### config.mk
export PLATFORM = sky130hd
export DESIGN_NAME = transmissor_paridade_serial_flat
export DESIGN_NICKNAME = d
export VERILOG_FILES = /design/src/rtl/transmissor_paridade_serial_pkg.sv /design/src/rtl/transmissor_paridade_serial_if.sv /design/src/rtl/transmissor_paridade_serial_gerador_paridade.sv /design/src/rtl/transmissor_paridade_serial.sv /design/src/flat_wrapper.sv
export SDC_FILE = /design/constraint.sdc
export NUM_CORES = 1
export LEC_CHECK = 0
export ABC_CLOCK_PERIOD_IN_PS = 1800
export CAP_MARGIN = 15
export CORE_MARGIN = 3
export CORE_UTILIZATION = 45
export CTS_CLUSTER_DIAMETER = 60
export DETAILED_ROUTE_END_ITERATION = 6
export PLACE_DENSITY = 0.72
export SLEW_MARGIN = 30
export SYNTH_ARGS = -nofsm -noshare
export SYNTH_HDL_FRONTEND = slang
export SYNTH_SLANG_ARGS = --single-unit
export TNS_END_PERCENT = 50
### constraint.sdc
create_clock -name clk -period 1.8 [get_ports clk]
set_input_delay 0.36 -clock clk [delete_from_list [all_inputs] [get_ports clk]]
set_output_delay 0.36 -clock clk [all_outputs]
set_load 0.03 [all_outputs]
### src/rtl/transmissor_paridade_serial_pkg.sv
// Shared widths, line levels, state encoding and parity helper for the
// 5-bit character link transmitter.
package transmissor_paridade_serial_pkg;

   localparam int LARGURA_CARACTERE = 5;
   localparam int LARGURA_QUADRO    = 6;

   localparam logic LINHA_OCIOSA = 1'b1;
   localparam logic BIT_INICIO   = 1'b0;
   localparam logic BIT_PARADA   = 1'b1;

   typedef enum logic [1:0] {
      OCIOSO = 2'd0,
      INICIO = 2'd1,
      DADOS  = 2'd2,
      PARADA = 2'd3
   } estado_t;

   // Even-parity bit: makes the XOR of character plus parity equal zero.
   function automatic logic paridade_par(input logic [LARGURA_CARACTERE-1:0] caractere);
      return ^caractere;
   endfunction

endpackage

### src/rtl/transmissor_paridade_serial_if.sv
// Character handshake and frame outputs of the transmitter.
interface transmissor_paridade_serial_if;
   import transmissor_paridade_serial_pkg::*;

   logic [LARGURA_CARACTERE-1:0] caractere_i;
   logic                         valido_i;
   logic                         pronto_o;
   logic                         forcar_erro_i;
   logic [LARGURA_QUADRO-1:0]    quadro_o;
   logic                         serial_o;
   logic                         ocupado_o;
   logic                         fim_o;

   // Character source side.
   modport master (
      output caractere_i, valido_i, forcar_erro_i,
      input  pronto_o, quadro_o, serial_o, ocupado_o, fim_o
   );

   // Transmitter side.
   modport slave (
      input  caractere_i, valido_i, forcar_erro_i,
      output pronto_o, quadro_o, serial_o, ocupado_o, fim_o
   );

endinterface

### src/rtl/transmissor_paridade_serial_gerador_paridade.sv
// Builds the 6-bit frame {caractere, paridade}; forcar_erro flips the parity
// so the far end can be exercised with a deliberately bad frame.
module gerador_paridade
   import transmissor_paridade_serial_pkg::*;
(
   input  logic [LARGURA_CARACTERE-1:0] caractere,
   input  logic                         forcar_erro,
   output logic [LARGURA_QUADRO-1:0]    quadro
);

   // Frame assembly: character on top, parity in the LSB.
   always_comb begin
      quadro = {caractere, paridade_par(caractere) ^ forcar_erro};
   end

endmodule

### src/rtl/transmissor_paridade_serial.sv
// Serial transmitter for the 5-bit character link: accepts a character on
// valid/ready, latches the parity frame and shifts it out as
// start + 6 data bits (MSB first) + stop, each held CICLOS_POR_BIT cycles.
//
// state  | meaning
// OCIOSO | line idle high, ready for a character
// INICIO | start bit (low)
// DADOS  | frame bit quadro[5-indice_bit], indice_bit 0..5
// PARADA | stop bit (high); fim pulses in its last cycle
module transmissor_paridade_serial
   import transmissor_paridade_serial_pkg::*;
#(
   parameter int CICLOS_POR_BIT = 4
)(
   input  logic                          clk,
   input  logic                          rst_n,
   transmissor_paridade_serial_if.slave  bus
);

   localparam int LARG_CONT = (CICLOS_POR_BIT > 1) ? $clog2(CICLOS_POR_BIT) : 1;
   localparam logic [LARG_CONT-1:0] ULTIMO_CICLO = LARG_CONT'(CICLOS_POR_BIT - 1);
   localparam logic [2:0]           ULTIMO_BIT   = 3'(LARGURA_QUADRO - 1);

   estado_t                   estado, estado_prox;
   logic [LARG_CONT-1:0]      contador_ciclos, contador_prox;
   logic [2:0]                indice_bit, indice_prox;
   logic [LARGURA_QUADRO-1:0] quadro_q, quadro_prox;
   logic [LARGURA_QUADRO-1:0] quadro_gerado;
   logic                      serial_q, serial_prox;
   logic                      pronto_q, pronto_prox;
   logic                      ocupado_q, ocupado_prox;
   logic                      fim_q, fim_prox;
   logic                      fim_de_bit;
   logic [2:0]                pos_bit;

   gerador_paridade u_gerador_paridade (
      .caractere   (bus.caractere_i),
      .forcar_erro (bus.forcar_erro_i),
      .quadro      (quadro_gerado)
   );

   // State, counters and registered outputs; reset forces the line idle at once.
   always_ff @(posedge clk or negedge rst_n) begin
      if (!rst_n) begin
         estado          <= OCIOSO;
         contador_ciclos <= '0;
         indice_bit      <= '0;
         quadro_q        <= '0;
         serial_q        <= LINHA_OCIOSA;
         pronto_q        <= 1'b1;
         ocupado_q       <= 1'b0;
         fim_q           <= 1'b0;
      end else begin
         estado          <= estado_prox;
         contador_ciclos <= contador_prox;
         indice_bit      <= indice_prox;
         quadro_q        <= quadro_prox;
         serial_q        <= serial_prox;
         pronto_q        <= pronto_prox;
         ocupado_q       <= ocupado_prox;
         fim_q           <= fim_prox;
      end
   end

   // Next state and next output values; outputs are derived from the next
   // state so every output register lines up with the state it describes.
   always_comb begin
      estado_prox   = estado;
      contador_prox = contador_ciclos;
      indice_prox   = indice_bit;
      quadro_prox   = quadro_q;
      fim_de_bit    = (contador_ciclos == ULTIMO_CICLO);

      unique case (estado)
         OCIOSO: begin
            contador_prox = '0;
            if (bus.valido_i && pronto_q) begin
               quadro_prox = quadro_gerado;
               estado_prox = INICIO;
            end
         end
         INICIO: begin
            if (fim_de_bit) begin
               contador_prox = '0;
               indice_prox   = '0;
               estado_prox   = DADOS;
            end else begin
               contador_prox = contador_ciclos + 1'b1;
            end
         end
         DADOS: begin
            if (fim_de_bit) begin
               contador_prox = '0;
               if (indice_bit == ULTIMO_BIT) begin
                  estado_prox = PARADA;
               end else begin
                  indice_prox = indice_bit + 3'd1;
               end
            end else begin
               contador_prox = contador_ciclos + 1'b1;
            end
         end
         PARADA: begin
            if (fim_de_bit) begin
               contador_prox = '0;
               estado_prox   = OCIOSO;
            end else begin
               contador_prox = contador_ciclos + 1'b1;
            end
         end
         default: estado_prox = OCIOSO;
      endcase

      pos_bit      = ULTIMO_BIT - indice_prox;
      pronto_prox  = (estado_prox == OCIOSO);
      ocupado_prox = (estado_prox != OCIOSO);
      fim_prox     = (estado_prox == PARADA) && (contador_prox == ULTIMO_CICLO);

      unique case (estado_prox)
         INICIO:  serial_prox = BIT_INICIO;
         DADOS:   serial_prox = quadro_prox[pos_bit];
         PARADA:  serial_prox = BIT_PARADA;
         default: serial_prox = LINHA_OCIOSA;
      endcase
   end

   assign bus.quadro_o  = quadro_q;
   assign bus.serial_o  = serial_q;
   assign bus.pronto_o  = pronto_q;
   assign bus.ocupado_o = ocupado_q;
   assign bus.fim_o     = fim_q;

endmodule

### src/flat_wrapper.sv
// flat-port wrapper written by rule: the top's interface ports become plain ports
module transmissor_paridade_serial_flat import transmissor_paridade_serial_pkg::*;
#(
   parameter int CICLOS_POR_BIT = 4
)
  (clk, rst_n, bus_caractere_i, bus_valido_i, bus_forcar_erro_i, bus_pronto_o, bus_quadro_o, bus_serial_o, bus_ocupado_o, bus_fim_o);
  transmissor_paridade_serial_if bus_i ();
  input  logic clk;
  input  logic rst_n;
  input wire logic [$bits(bus_i.caractere_i)-1:0] bus_caractere_i;
  input wire logic [$bits(bus_i.valido_i)-1:0] bus_valido_i;
  input wire logic [$bits(bus_i.forcar_erro_i)-1:0] bus_forcar_erro_i;
  output wire logic [$bits(bus_i.pronto_o)-1:0] bus_pronto_o;
  output wire logic [$bits(bus_i.quadro_o)-1:0] bus_quadro_o;
  output wire logic [$bits(bus_i.serial_o)-1:0] bus_serial_o;
  output wire logic [$bits(bus_i.ocupado_o)-1:0] bus_ocupado_o;
  output wire logic [$bits(bus_i.fim_o)-1:0] bus_fim_o;
  assign bus_i.caractere_i = bus_caractere_i;
  assign bus_i.valido_i = bus_valido_i;
  assign bus_i.forcar_erro_i = bus_forcar_erro_i;
  assign bus_pronto_o = bus_i.pronto_o;
  assign bus_quadro_o = bus_i.quadro_o;
  assign bus_serial_o = bus_i.serial_o;
  assign bus_ocupado_o = bus_i.ocupado_o;
  assign bus_fim_o = bus_i.fim_o;
  transmissor_paridade_serial #(.CICLOS_POR_BIT(CICLOS_POR_BIT)) u_core (.clk(clk), .rst_n(rst_n), .bus(bus_i));
endmodule
=== After elaboration in Yosys (flattened, before gate mapping) ===
Index checks and enable logic that the tools add are counted.

* Logic and storage cells: 46
* Output and inout port bits: 10
* Register bits: 17

* Order comparisons: 1
* Equal/unequal tests: 9
* Bitwise gates (word level): 1
* Reduce and logical (&&, ||, !) cells: 7
* Add/subtract/negate cells: 3
* Mux-type cells: 17

{| class="wikitable"
|+ Operators with widths
! operator !! count
|-
| equality test 2 bit (second input constant) || 6
|-
| 2-to-1 mux 2 bit || 6
|-
| 2-to-1 mux 6 bit || 2
|-
| 2-to-1 mux 3 bit || 3
|-
| case mux 2 bit (4 select lines) || 1
|-
| case mux 3 bit (2 select lines) || 1
|-
| parity 5 bit || 1
|-
| equality test 2 x 1 -> 1 bit (second input constant) || 2
|-
| zero test 2 bit || 2
|-
| < comparator 3 x 4 -> 1 bit (second input constant) || 1
|-
| case mux 2 bit (2 select lines) || 1
|-
| adder 3 x 1 -> 3 bit (second input constant) || 1
|-
| binary-select mux 1 bit (select 3 bit) || 1
|-
| equality test 3 bit (second input constant) || 1
|-
| OR reduction 3 bit || 1
|-
| subtractor 3 bit (first input constant) || 1
|-
| adder 2 x 1 -> 2 bit (second input constant) || 1
|-
| logical AND 1 bit || 2
|-
| case mux 1 bit (2 select lines) || 1
|-
| nonzero test 2 bit || 1
|-
| 2-to-1 mux 1 bit || 1
|-
| XOR 1 bit || 1
|}

=== Longest topological paths before layout ===
Gate-level depths: netlist of the first run.

* Word-level depth: 8
* Depth in mapped cells: 9

=== Hierarchy ===
Synthesis of the first run repeated with hierarchy kept, for this count alone.

* Cell total of the unflattened synthesis: 91
* Area total of the unflattened synthesis: 1072.3 um^2

{| class="wikitable"
|+ Modules (own cells, without submodules)
! module !! seq. area each (um^2) !! cells each !! area each (um^2) !! times used
|-
| transmissor_paridade_serial || 427.9 || 82 || 978.4 || 1
|-
| gerador_paridade || 0.0 || 9 || 93.8 || 1
|}

=== Least setup slack after synthesis of the first run ===
OpenSTA, ideal clock, no wires.

* Path type: flip-flop to flip-flop
* Start: reg u_core.estado[0]
* End: reg u_core.serial_q, in the netlist u_core.bus.serial_o
* Cell stages (with the launch flop): 10
* Data required time: 1.714 ns
* Slack: -0.161 ns
* Data arrival time: 1.875 ns
* Path through: dfrtp_1 > inv_1 > ha_1 > buf_2 > o21bai_4 > and3_4 > nor2_1 > o32a_1 > o41a_1 > o31ai_2

* Longest elaborated chain between the ends: 6

{| class="wikitable"
|+ Ends and longest elaborated chain
! what !! RTL line !! RTL
|-
| from (decl) || transmissor_paridade_serial.sv:24 || <nowiki>estado_t estado, estado_prox;</nowiki>
|-
| from (signal assigned) || transmissor_paridade_serial.sv:54 || <nowiki>estado <= estado_prox;</nowiki>
|-
| equality test 2 bit or equality test 2 x 1 -> 1 bit (tied branches) || transmissor_paridade_serial.sv:74 || <nowiki>unique case (estado)</nowiki>
|-
| case mux 3 bit (2 select lines) || transmissor_paridade_serial.sv:74 ||
|-
| subtractor 3 bit || transmissor_paridade_serial.sv:114 || <nowiki>pos_bit = ULTIMO_BIT - indice_prox;</nowiki>
|-
| binary-select mux 1 bit (select 3 bit) || transmissor_paridade_serial.sv:121 || <nowiki>DADOS: serial_prox = quadro_prox[pos_bit];</nowiki>
|-
| 2-to-1 mux 1 bit (implied by the code) || transmissor_paridade_serial.sv:121 ||
|-
| case mux 1 bit (2 select lines) * || transmissor_paridade_serial.sv:119 || <nowiki>unique case (estado_prox)</nowiki>
|-
| via u_core.serial_prox || transmissor_paridade_serial.sv:29 || <nowiki>logic serial_q, serial_prox;</nowiki>
|-
| to (signal assigned) || transmissor_paridade_serial.sv:58 || <nowiki>serial_q <= serial_prox;</nowiki>
|-
| to (decl) || transmissor_paridade_serial.sv:29 ||
|}

Mark *: on every way through the listed nets, which the timed path passes. The rest lies on a longest branch. The select of a mux whose other input is x is not followed.

=== Final worst setup path of the first run ===
* Start: in bus_caractere_i[2]
* End: reg u_core.serial_q, in the netlist u_core.bus.serial_o

* Longest elaborated chain between the ends: 7

{| class="wikitable"
|+ Ends and longest elaborated chain
! what !! RTL line !! RTL
|-
| from (decl) || flat_wrapper.sv:10 || <nowiki>input wire logic [$bits(bus_i.caractere_i)-1:0] bus_caractere_i;</nowiki>
|-
| parity 5 bit || transmissor_paridade_serial_pkg.sv:21 || <nowiki>return ^caractere;</nowiki>
|-
| XOR 1 bit || transmissor_paridade_serial_gerador_paridade.sv:13 || <nowiki>quadro = {caractere, paridade_par(caractere) ^ forcar_erro};</nowiki>
|-
| 2-to-1 mux 6 bit || transmissor_paridade_serial.sv:77 || <nowiki>if (bus.valido_i && pronto_q) begin</nowiki>
|-
| 2-to-1 mux 6 bit || transmissor_paridade_serial.sv:74 ||
|-
| via u_core.quadro_prox[0] || transmissor_paridade_serial.sv:27 || <nowiki>logic [LARGURA_QUADRO-1:0] quadro_q, quadro_prox;</nowiki>
|-
| binary-select mux 1 bit (select 3 bit) || transmissor_paridade_serial.sv:121 ||
|-
| 2-to-1 mux 1 bit (implied by the code) || transmissor_paridade_serial.sv:121 ||
|-
| case mux 1 bit (2 select lines) || transmissor_paridade_serial.sv:119 ||
|-
| via u_core.serial_prox || transmissor_paridade_serial.sv:29 ||
|}

The timed path passes the listed nets, and every way through them passes these cells. The select of a mux whose other input is x is not followed.

==> results.md, run 1 <==
* Via count at 752
* R2R setup slack at -0.04 ns
* Xor-xnor portion of the synthesized cell area at 5.78%
* Final nets at 136
* # rows at 16
* RSZ-0062 raised after global routing: yes
* Met2 wire length at 1060 um
* Sequential Power Share at 27.3%
* Fin util at 69.3%
* Outcome: finished, violations left
* Die width at 53.0 um
* Dpl hpwl at 1620 um
* Place WS at -0.400 ns
* Hold bufs inserted after CTS at 0
* Hold WC Path Type: in2async
* Root buffer cell: clkbuf_4
* WS Path Type: in2reg
* Int Pwr at 1.48 mW
* Synth Area in Compound Gates at 16.2%
* Relative slew slack at 77.4%
* CTS sink count at 17
* Tcrit/Tclk final at 104%
* Ys async rst share at 100%
* Netlist Area Pre-Place at 996 um^2
* Reg2reg start: u_core.estado[0]
* Yosys warnings at 0
* Synth Area in Simple Gates at 11.9%
* Critical Path RT at 2.00 ns
* Starting density of the core at 49.3%
* Reg2Reg Capture Point: u_core.bus.serial_o
* Buffers on Ports at 18
* Max-capacitance violation count at 0
* Antenna violation net count after detailed routing at 0
* CP Launch Type: input port
* Synth unique cells at 37
* Initial antenna violation count at 0
* Vias in the first global route at 792
* Fillers at 142
* Area of the die at 2810 um^2
* Antenna diodes at 0
* Area grow syn2layout at 40.7%
* Remaining DRCs at 0
* Crit path arrival time at 2.07 ns
* Largest family of logic cells by synthesized area: compound AO/OA/AOI/OAI gates
* R2R cell count at 8
* Final hold violation count at 0
* Chip Height at 53.0 um
* Clock power share at 7.5%
* Worst slew pin tran at 0.335 ns
* Initial drt markers at 7
* Worst-path fanout max at 2
* Synth Net Count at 102
* # IOs at 19
* Switching part of the total at 42.3%
* CP Capture Type: flip-flop
* Post-Route M1 WL at 933 um
* Peak VDD IR at 1.31 mV
* Crit-path cells: clkdlybuf4s50_1 -> xnor2_2 -> xnor3_1 -> o21ai_2 -> mux2i_1 -> mux2_4 -> o31ai_2
* Hold WS at 0.385 ns
* Tot Pwr at 2.57 mW
* Pwr dens at 1830 nW/um^2
* Vias/cell at 5.19
* Combinational fraction of design power at 65.2%
* Placed cell count at 140
* Most common cell after layout, fill and taps aside: clkdlybuf4s50_1
* Sequential fraction of the synthesis area at 43.0%
* RePlAce Congestion at 0.775
* Ratio of cells with drive above 1 in the final layout at 33.9%
* Synth Instances at 85
* Commonest register cell after synthesis: dfrtp_1
* Top sig layer: met4
* # setup viols final at 1
* Clock transition at the registers of the reported paths at 0.09 ns
* Global Route Usage Sum at 16.6%
* CP Launch Point: bus_caractere_i[2]
* Core area at 2020 um^2
* Commonest cells after routing, fill and taps aside: clkdlybuf4s50_1, buf_4, dfrtp_1
* H-tree depth at 1
* Drt pass-1 iters at 4
* Number of flops mapped to enable cells by yosys at 0
* Slack of the critical path at -0.0662 ns
* Total gr overflow at 0
* Total CTS buffers at 3
* Failing checks: negative setup slack
* Mux contribution to synthesized area at 9.17%
* Psw at 1.09 mW
* Global-route wire length before repair at 3370 um
* Largest net degree at the start of global routing at 18
* Crit path largest cell delay at 0.54 ns
* Cell Count, Final, Fillers Out at 145
* Clock buffer depth at 2
* Routed wire length on met3 at 42 um
* Slowest cell on the critical path: clkdlybuf4s50_1
* FF+latch count, synth at 17
* Final WL at 2050 um
* Slew Limit Fails at 0
* Leak at 0.610 nW
* CTS tree: built
* Clock Latency Late Sink at 0.28 ns
* Worst clock skew at 0.00329 ns
* Min cycle time layout at 1.87 ns
* Achievable frequency at 536 MHz
* WL/cell at 14.1 um
* Avg Cell Area, Syn at 11.7 um^2
* Adder-Cell Fraction of Synth Area at 10.1%
synth_stat cells, drive strengths merged (2+ instances only):
master   n  area share (%)
o21bai   2             2.6
dfstp    2             5.3
inv      6             2.3
ha       8              10
nor2b    2             1.3
xor2     2             1.8
mux2i    2             2.0
nand3    4             2.5
mux2     6             7.2
a21oi    2             2.1
o21ai    3             1.9
nand4    2             1.3
dfrtp   15              38
buf      2             1.6
a41oi    3             2.6
nand2    5             1.9
xnor2    2             1.8
nor2     5             1.9
logic make-up after synthesis:
group	count (synthesis)
adders and majority gates	8
and+or+nand+nor	22
xor gates and xnor gates	5
buffers and inverters	8
AOI/OAI and AO/OA	17
DFF	17
muxes	8
what timing repair did:
action,4_1_cts,5_1_grt
gates resized for setup,2,9
pin swaps,0,3
buffers inserted,0,1
endpoints found under the setup margin,3,4
per-layer routing:
layer / global-route usage, % / vias to the layer above
met5: 0 / -
met4: 6.38 / 0
met3: 1.69 / 2
met2: 29.3 / 10
met1: 20.5 / 365
li1: - / 375
registers in the layout, indices dropped and copies added, names as in the netlist:
register / flops
u_core.estado: 2
u_core.bus.quadro_o: 6
u_core.bus.serial_o: 1
u_core.bus.fim_o: 1
u_core.bus.ocupado_o: 1
u_core.indice_bit: 3
u_core.bus.pronto_o: 1
u_core.contador_ciclos: 2
per-stage QoR:
stage	TNS, ns	cell area [um^2]
2_1_floorplan	-0.00743	1050
3_3_place_gp	-0.379	1330
3_5_place_dp	-0.481	1330
4_1_cts	-0.0987	1360
5_1_grt	-0.140	1400
6_report	-0.0662	1400
power groups by stage:
stage	combinational (mW)	clock, mW	sequential [mW]
2_1_floorplan	0.892	0	0.897
6_report	1.68	0.194	0.702
4_1_cts	1.63	0.204	0.695
3_3_place_gp	1.61	0	0.697
5_1_grt	1.81	0.220	0.728
3_5_place_dp	1.64	0	0.702
cell type report:
class	instances	area, um^2	share of cell area, %
multi-input cells	60	606	43.2
flip-flops and latches	17	430	30.7
repair buffers	31	280	20.0
well taps	27	33.8	2.41
clock buffers	4	26.3	1.88
inverters	6	25.0	1.79
worst max-delay path, delay by kind of cell:
family                    cells  cell delay [ns]
xor gates and xnor gates      2             0.48
buffers and inverters         1             0.54
AOI/OAI and AO/OA             2             0.34
muxes                         2             0.35
worst max path at each step:
stage | endpoint | cells past startpoint
5_1_grt | u_core.bus.serial_o | 7
3_5_place_dp | u_core.bus.serial_o | 7
3_3_place_gp | u_core.bus.serial_o | 7
2_1_floorplan | u_core.bus.serial_o | 9
4_1_cts | u_core.bus.serial_o | 6
6_report | u_core.bus.serial_o | 7
Note: power is estimated with default switching activity, not from simulation.
==> run 2, diff against run 1 <==
--- a/config.mk
+++ b/config.mk
@@ -5,7 +5,6 @@
 export SDC_FILE = /design/constraint.sdc
 export NUM_CORES = 1
 export LEC_CHECK = 0
-export ABC_CLOCK_PERIOD_IN_PS = 1800
 export CAP_MARGIN = 15
 export CORE_MARGIN = 3
 export CORE_UTILIZATION = 45
==> results of run 2 <==
The final DEF is identical to that of run 1; final timing and power are the same.
